===== src/rtl/out_port_fifo.sv =====
// First-word fall-through queue between the processor output port and an external
// valid/ready consumer; counts and flags writes dropped while the queue is full.
module out_port_fifo #(
    parameter int DATA_W = 16,
    parameter int ADDR_W = 3,
    parameter int DROP_W = 8
) (
    input  logic              clock,
    input  logic              rst,
    input  logic              clear,
    input  logic [DATA_W-1:0] proc_data,
    input  logic              proc_wr,
    output logic [DATA_W-1:0] out_data,
    output logic              out_valid,
    input  logic              out_ready,
    output logic              full,
    output logic [ADDR_W:0]   level,
    output logic              overflow,
    output logic [DROP_W-1:0] drop_count
);

    localparam int DEPTH = 1 << ADDR_W;
    localparam logic [ADDR_W:0]   FULL_LEVEL = {1'b1, {ADDR_W{1'b0}}};
    localparam logic [ADDR_W:0]   ONE_LEVEL  = {{ADDR_W{1'b0}}, 1'b1};
    localparam logic [ADDR_W-1:0] ONE_PTR    = {{(ADDR_W-1){1'b0}}, 1'b1};
    localparam logic [DROP_W-1:0] DROP_MAX   = {DROP_W{1'b1}};
    localparam logic [DROP_W-1:0] DROP_ONE   = {{(DROP_W-1){1'b0}}, 1'b1};

    logic [DATA_W-1:0] mem_r [DEPTH];
    logic [ADDR_W-1:0] wr_ptr_r;
    logic [ADDR_W-1:0] rd_ptr_r;
    logic [ADDR_W:0]   level_r;
    logic [ADDR_W:0]   level_nxt_s;
    logic              valid_r;
    logic              full_r;
    logic              overflow_r;
    logic [DROP_W-1:0] drop_r;
    logic              push_s;
    logic              pop_s;
    logic              drop_s;

    assign pop_s  = valid_r & out_ready;
    assign push_s = proc_wr & (~full_r | pop_s);
    assign drop_s = proc_wr & full_r & ~pop_s;

    // Next occupancy; simultaneous push and pop leave it unchanged.
    always_comb begin
        level_nxt_s = level_r;
        case ({push_s, pop_s})
            2'b10:   level_nxt_s = level_r + ONE_LEVEL;
            2'b01:   level_nxt_s = level_r - ONE_LEVEL;
            default: level_nxt_s = level_r;
        endcase
    end

    // Pointers, occupancy, status flags and drop accounting.
    always_ff @(posedge clock or posedge rst) begin
        if (rst) begin
            wr_ptr_r   <= {ADDR_W{1'b0}};
            rd_ptr_r   <= {ADDR_W{1'b0}};
            level_r    <= {(ADDR_W+1){1'b0}};
            valid_r    <= 1'b0;
            full_r     <= 1'b0;
            overflow_r <= 1'b0;
            drop_r     <= {DROP_W{1'b0}};
        end else if (clear) begin
            wr_ptr_r   <= {ADDR_W{1'b0}};
            rd_ptr_r   <= {ADDR_W{1'b0}};
            level_r    <= {(ADDR_W+1){1'b0}};
            valid_r    <= 1'b0;
            full_r     <= 1'b0;
            overflow_r <= 1'b0;
            drop_r     <= {DROP_W{1'b0}};
        end else begin
            if (push_s) begin
                wr_ptr_r <= wr_ptr_r + ONE_PTR;
            end
            if (pop_s) begin
                rd_ptr_r <= rd_ptr_r + ONE_PTR;
            end
            level_r <= level_nxt_s;
            valid_r <= (level_nxt_s != {(ADDR_W+1){1'b0}});
            full_r  <= (level_nxt_s == FULL_LEVEL);
            if (drop_s) begin
                overflow_r <= 1'b1;
                if (drop_r != DROP_MAX) begin
                    drop_r <= drop_r + DROP_ONE;
                end
            end
        end
    end

    // Storage array is deliberately left out of reset.
    always_ff @(posedge clock) begin
        if (push_s && !clear && !rst) begin
            mem_r[wr_ptr_r] <= proc_data;
        end
    end

    assign out_data   = valid_r ? mem_r[rd_ptr_r] : {DATA_W{1'b0}};
    assign out_valid  = valid_r;
    assign full       = full_r;
    assign level      = level_r;
    assign overflow   = overflow_r;
    assign drop_count = drop_r;

endmodule

===== config.mk =====
export PLATFORM = sky130hd
export DESIGN_NAME = out_port_fifo
export DESIGN_NICKNAME = d
export VERILOG_FILES = /design/src/rtl/out_port_fifo.sv
export SDC_FILE = /design/constraint.sdc
export NUM_CORES = 1
export LEC_CHECK = 0
export BUFFER_PORTS_ARGS = -buffer_cell sky130_fd_sc_hd__buf_2
export CAP_MARGIN = 15
export CELL_PAD_IN_SITES_DETAIL_PLACEMENT = 1
export CELL_PAD_IN_SITES_GLOBAL_PLACEMENT = 2
export CORE_MARGIN = 2
export CORE_UTILIZATION = 45
export CTS_BUF_LIST = sky130_fd_sc_hd__clkbuf_16
export DETAILED_ROUTE_END_ITERATION = 12
export GPL_ROUTABILITY_DRIVEN = 0
export GPL_TIMING_DRIVEN = 1
export PLACE_DENSITY = 0.9
export SLEW_MARGIN = 20
export SYNTH_ARGS = -nofsm -noshare
export SYNTH_HDL_FRONTEND = slang
export SYNTH_SLANG_ARGS = --single-unit

===== constraint.sdc =====
create_clock -name clock -period 3.1 [get_ports clock]
set_input_delay 0.155 -clock clock [delete_from_list [all_inputs] [get_ports clock]]
set_output_delay 0.155 -clock clock [all_outputs]
set_load 0.05 [all_outputs]

# [Yosys cells after proc, flatten, opt, wreduce, memory -nomap -nowiden]
# Memory sizes are Yosys's and may differ from the RTL's.
# Cells that the tools add are included.
[classes] addsub=5 mul=0 bitwise_logic=7 muxes=16 shift=0 n_lt_le_gt_ge=0 eq_ne=4 reduce_logical=10 div=0
[op_table] op="two-way mux 8 bit" count=3
[op_table] op="two-way mux 16 bit" count=1
[op_table] op="two-way mux 3 bit" count=4
[op_table] op="adder 8 x 1 -> 8 bit (second input constant)" count=1
[op_table] op="!= test 8 bit (second input constant)" count=1
[op_table] op="case mux 4 bit (2 select lines)" count=1
[op_table] op="nonzero test 2 bit" count=4
[op_table] op="adder 3 x 1 -> 3 bit (second input constant)" count=2
[op_table] op="two-way mux 1 bit" count=6
[op_table] op="adder 4 x 1 -> 4 bit (second input constant)" count=1
[op_table] op="bitwise AND 1 bit" count=4
[op_table] op="equality test 4 bit (second input constant)" count=1
[op_table] op="two-way mux 4 bit" count=1
[op_table] op="nonzero test 4 bit" count=1
[op_table] op="subtractor 4 x 1 -> 4 bit (second input constant)" count=1
[op_table] op="equality test 2 x 1 -> 1 bit (second input constant)" count=1
[op_table] op="equality test 2 bit (second input constant)" count=1
[op_table] op="logical AND 1 bit" count=2
[op_table] op="zero test 1 bit" count=2
[op_table] op="inverter 1 bit" count=2
[op_table] op="AND reduction 2 bit" count=1
[op_table] op="bitwise OR 1 bit" count=1
[word_totals] mem_count=1 latch_bits=0 ff_bits=21 mem_bits_ro=0 ram_bits=128
[mem_list] memory="mem_r" words=8 width=16 rd=1 rd_ports_with_merged_regs=0 write_ports=1 line="29" rtl="logic [DATA_W-1:0] mem_r [DEPTH];"

# [Depth between registers and ports, before layout]
[depth] depth_word=7 depth_mapped=11 ltp_nobuf=11

# [Worst setup path before layout]
# No wires, ideal clock.
[synth_path] path_type="register to register" start="register valid_r (netlist: out_valid)" end="memory mem_r[1][0], enable pin" setup_ns=0.409 slack_ns=0.375 period_less_slack_ns=2.725 arrival_time_ns=2.315 t_required_ns=2.691 path_buffers=0 stages_incl_launch_ff=5 cell_sequence="dfrtp_1 nand2_4 nand2_4 nand4_1 nor3_1"
[synth_between] elab_chain_len=7
[synth_rtl] element="start, declared" line="34" rtl="logic valid_r;"
[synth_rtl] element="start signal, assigned" line="82" rtl="valid_r <= (level_nxt_s != {(ADDR_W+1){1'b0}});"
[synth_rtl] element="bitwise AND 1 bit" line="42" rtl="assign pop_s = valid_r & out_ready;"
[synth_rtl] element="bitwise OR 1 bit" line="43" rtl="assign push_s = proc_wr & (~full_r | pop_s);"
[synth_rtl] element="bitwise AND 1 bit" line="43"
[synth_rtl] element="logical AND 1 bit (2 in series)" line="95" rtl="if (push_s && !clear && !rst) begin"
[synth_rtl] element="two-way mux 1 bit" line="95"
[synth_rtl] element="two-way mux 1 bit (implied by the code)" line="96" rtl="mem_r[wr_ptr_r] <= proc_data;"
[synth_rtl] element="end, declared" line="29"
# Every way passes these cells.

# [Worst setup path after layout]
[layout_path] start="register rd_ptr_r[0]" end="output port out_data[5]"
[layout_between] elab_chain_len=2
[layout_rtl] element="start, declared" line="31" rtl="logic [ADDR_W-1:0] rd_ptr_r;"
[layout_rtl] element="start signal, assigned" line="60" rtl="rd_ptr_r <= {ADDR_W{1'b0}};"
[layout_rtl] element="start signal, assigned" line="68" rtl="rd_ptr_r <= {ADDR_W{1'b0}};"
[layout_rtl] element="start signal, assigned" line="79" rtl="rd_ptr_r <= rd_ptr_r + ONE_PTR;"
[layout_rtl] element="memory read (8 x 16 bit)"
[layout_rtl] element="two-way mux 16 bit" line="100" rtl="assign out_data = valid_r ? mem_r[rd_ptr_r] : {DATA_W{1'b0}};"
[layout_rtl] element="end, declared" line="13" rtl="output logic [DATA_W-1:0] out_data,"
# Every way passes these cells.

==> impl_metrics.env <==
export IMPL_numPortBuffers=51
export IMPL_fin_hold_ws_ps=10.8
export IMPL_fp_dieArea_um2=14400
export IMPL_r2r_cells=11
export IMPL_synth_fa_ha_area_frac=0.0124
export IMPL_final_layout_size_suffix_gt1_frac=0.329
export IMPL_power_density_nw_per_um2=731
export IMPL_place_hpwl_um=7520
export IMPL_fp_dieW_um=120
export IMPL_cellLeakagePower_nw=2.58
export IMPL_cp_top_family="multiplexers"
export IMPL_synth_cells=330
export IMPL_ir_worst_vdd_mv=0.447
export IMPL_critPathMaxStageDelay_ps=550
export IMPL_post_cts_buffers=0
export IMPL_cp_slowest_cell="mux4_2"
export IMPL_wl_per_cell_um=20.5
export IMPL_diodes=0
export IMPL_core_area_um2=13200
export IMPL_p_sw_mw=1.50
export IMPL_areaGrowthSynthToFinish_pct=19.0
export IMPL_fin_crit_sh=0.739
export IMPL_first_global_vias=3446
export IMPL_die_h_um=120
export IMPL_total_power_mw=5.28
export IMPL_cap_violations=0
export IMPL_yosysWarnings=0
export IMPL_clock_latency_ps=410
export IMPL_rr_endpoint="out_valid$_DFF_PP0_"
export IMPL_path_cells="buf_12, mux4_2, mux2i_1, nor2b_1, buf_2"
export IMPL_p_int_mw=3.78
export IMPL_ys_flop_type="edfxtp_1"
export IMPL_ff2ff_setup_slack_ps=980
export IMPL_cts_made_buffers=17
export IMPL_critical_path_class="flip-flop to output port"
export IMPL_fmax_mhz=436
export IMPL_nets=434
export IMPL_finalSetupTns_ps=0
export IMPL_yosys_area_top_type="edfxtp_1"
export IMPL_synth_seq_cells=149
export IMPL_cts_resized=0
export IMPL_hold_start="proc_data[2]"
export IMPL_swShare=0.284
export IMPL_outcome="finished clean"
export IMPL_io_pins=52
export IMPL_slew_violations=0
export IMPL_power_frac_clock=0.368
export IMPL_cts_hold_buffers=4
export IMPL_synth_top_family_by_area="multiplexers"
export IMPL_synthArstFlopShare=0.141
export IMPL_synth_top_area_frac=0.633
export IMPL_timing_rr_start="out_valid$_DFF_PP0_"
export IMPL_placedCellCount=560
export IMPL_start_util=0.460
export IMPL_grt_pass1_wl_um=19600
export IMPL_synth_nets=357
export IMPL_fill_cells=1227
export IMPL_crit_arrival_ps=2140
export IMPL_via_per_inst=5.28
export IMPL_required_ps=2940
export IMPL_whs_endpoint="mem_r[7][2]$_DFFE_PP_"
export IMPL_grt_antenna_before_repair=0
export IMPL_drt_iter0_markers=227
export IMPL_synth_xor_area_frac=0.0173
export IMPL_dr_total_vias=3148
export IMPL_overflow=0
export IMPL_grt_max_degree=35
export IMPL_synth_enable_flop_cells=128
export IMPL_cts_buffer_depth=2
export IMPL_hold_depth=1
export IMPL_fin_crit_ps=2290
export IMPL_fin_cells=596
export IMPL_hold_viol_final=0
export IMPL_finClkSkew_ps=4.61
export IMPL_cts_tree="yes"
export IMPL_dr_pass1_iters=4
export IMPL_drc=0
export IMPL_critPathCaptureType="output port"
export IMPL_drt_antenna_violating_nets=0
export IMPL_yosys_area_share_simple=0.0672
export IMPL_synth_mux_area_frac=0.152
export IMPL_synth_seq_area_share=0.720
export IMPL_cp_max_fo=32
export IMPL_hold_path_class="input port to flip-flop"
export IMPL_synth_cell_types=31
export IMPL_tightest_slew_ps=836
export IMPL_syn_area_um2=6070
export IMPL_drt_total_wl_um=12200
export IMPL_cp_buffers_inverters=2
export IMPL_synth_compound_area_frac=0.0171
export IMPL_syn_area_per_cell_um2=18.4
export IMPL_root_buffer="clkbuf_16"
export IMPL_grt_usage=0.188
export IMPL_slew_headroom=0.442
export IMPL_rsz0062_at_grt="false"
export IMPL_p_seq_frac=0.432
export IMPL_start_kind="flip-flop"
export IMPL_cts_num_sinks=149
export IMPL_setup_viol_count_final=0
export IMPL_synth_area_leaders="edfxtp_1 63%, mux4_2 12%, dfrtp_1 8.7%"
export IMPL_comb_power_share=0.200
export IMPL_clk_pin_slew_ps=60
export IMPL_num_rows=42
export IMPL_htreeDepth=4
logic make-up after synthesis:
kind of cell	count (synthesis)
flip-flops	149
AND/OR/NAND/NOR	76
multiplexers	52
buffers and inverters	19
AO/OA/AOI/OAI	16
XOR/XNOR	12
adder cells (fa/ha/maj)	6
per-stage QoR:
| stage | utilization | cell area [um2] | setup WS, ps |
|---|---|---|---|
| after global placement | 0.502 | 6620 | 1020 |
| after global routing | 0.548 | 7230 | 681 |
| after floorplan | - | 6070 | 375 |
| after CTS | 0.548 | 7230 | 754 |
| final | 0.548 | 7230 | 808 |
| after detailed placement | 0.502 | 6620 | 979 |
worst max path at each step:
| stage | from | endpoint | slack [ps] | depth (start not counted) |
|---|---|---|---|---|
| 2_1_floorplan | out_valid$_DFF_PP0_ | mem_r[1][0]$_DFFE_PP_ | 380 | 4 |
| 3_3_place_gp | out_valid$_DFF_PP0_ | out_valid$_DFF_PP0_ | 1020 | 11 |
| 3_5_place_dp | out_valid$_DFF_PP0_ | out_valid$_DFF_PP0_ | 980 | 11 |
| 4_1_cts | rd_ptr_r[0]$_DFFE_PP0P_ | out_data[9] | 750 | 5 |
| 5_1_grt | rd_ptr_r[0]$_DFFE_PP0P_ | out_data[9] | 680 | 5 |
| 6_report | rd_ptr_r[0]$_DFFE_PP0P_ | out_data[5] | 810 | 5 |
power groups by stage:
stage / logic [mW] / clock network (mW) / registers (mW)
2_1_floorplan: 0.736 / 0 / 2.40
3_3_place_gp: 1.05 / 0 / 2.32
3_5_place_dp: 1.07 / 0 / 2.32
4_1_cts: 1.08 / 1.97 / 2.28
5_1_grt: 1.15 / 2.05 / 2.29
6_report: 1.06 / 1.94 / 2.28
synth_stat cells (all sizes together) (5+ instances only):
cell,count
nand3,5
edfxtp,128
nand2,12
nor2,25
nor3,6
inv,5
xnor2,5
buf,10
ha,6
mux2i,20
dfrtp,21
nor2b,20
a21oi,7
mux4,32
xor2,7
state kept, by name (all words and copies together), names as in the netlist:
register and cells:
overflow 1, drop_count 8, level 4, full 1, wr_ptr_r 3, rd_ptr_r 3
out_valid 1, mem_r 128
routing by layer:
| metal | global-route usage | wire length [um] |
|---|---|---|
| met1 | 0.239 | 5230 |
| met2 | 0.303 | 6290 |
| met3 | 0.0542 | 488 |
| met4 | 0.0816 | 206 |
| met5 | 0 | 0 |
area by class of cell:
class	instances	area [um2]	share of cell area
inverter	5	18.8	0.00260
multi-input combinational	162	1620	0.224
tap	176	220	0.0305
timing repair buffer	72	435	0.0602
clock inverter	15	140	0.0194
clock buffer	17	425	0.0589
sequential	149	4370	0.605
layout by cell type, fill, tap and decap left out, types with 2 or more instances in the layout:
cell / count
bufinv_16: 2
ha_1: 6
or3_1: 2
nor3_2: 2
clkinv_2: 3
clkinvlp_4: 2
nand2_4: 3
inv_1: 7
clkinv_4: 3
clkinv_1: 2
nand2_1: 9
dfrtp_1: 20
nand2b_1: 2
o21ai_0: 4
nor2_1: 25
edfxtp_1: 128
xnor2_1: 5
mux4_2: 32
buf_4: 16
dlygate4sd3_1: 4
nor2b_1: 20
clkbuf_16: 17
xor2_1: 7
buf_2: 51
a21oi_1: 7
nand4_1: 2
nor3_1: 4
mux2i_1: 20
nand3_1: 5
Note: power is estimated with default switching activity, not from simulation.
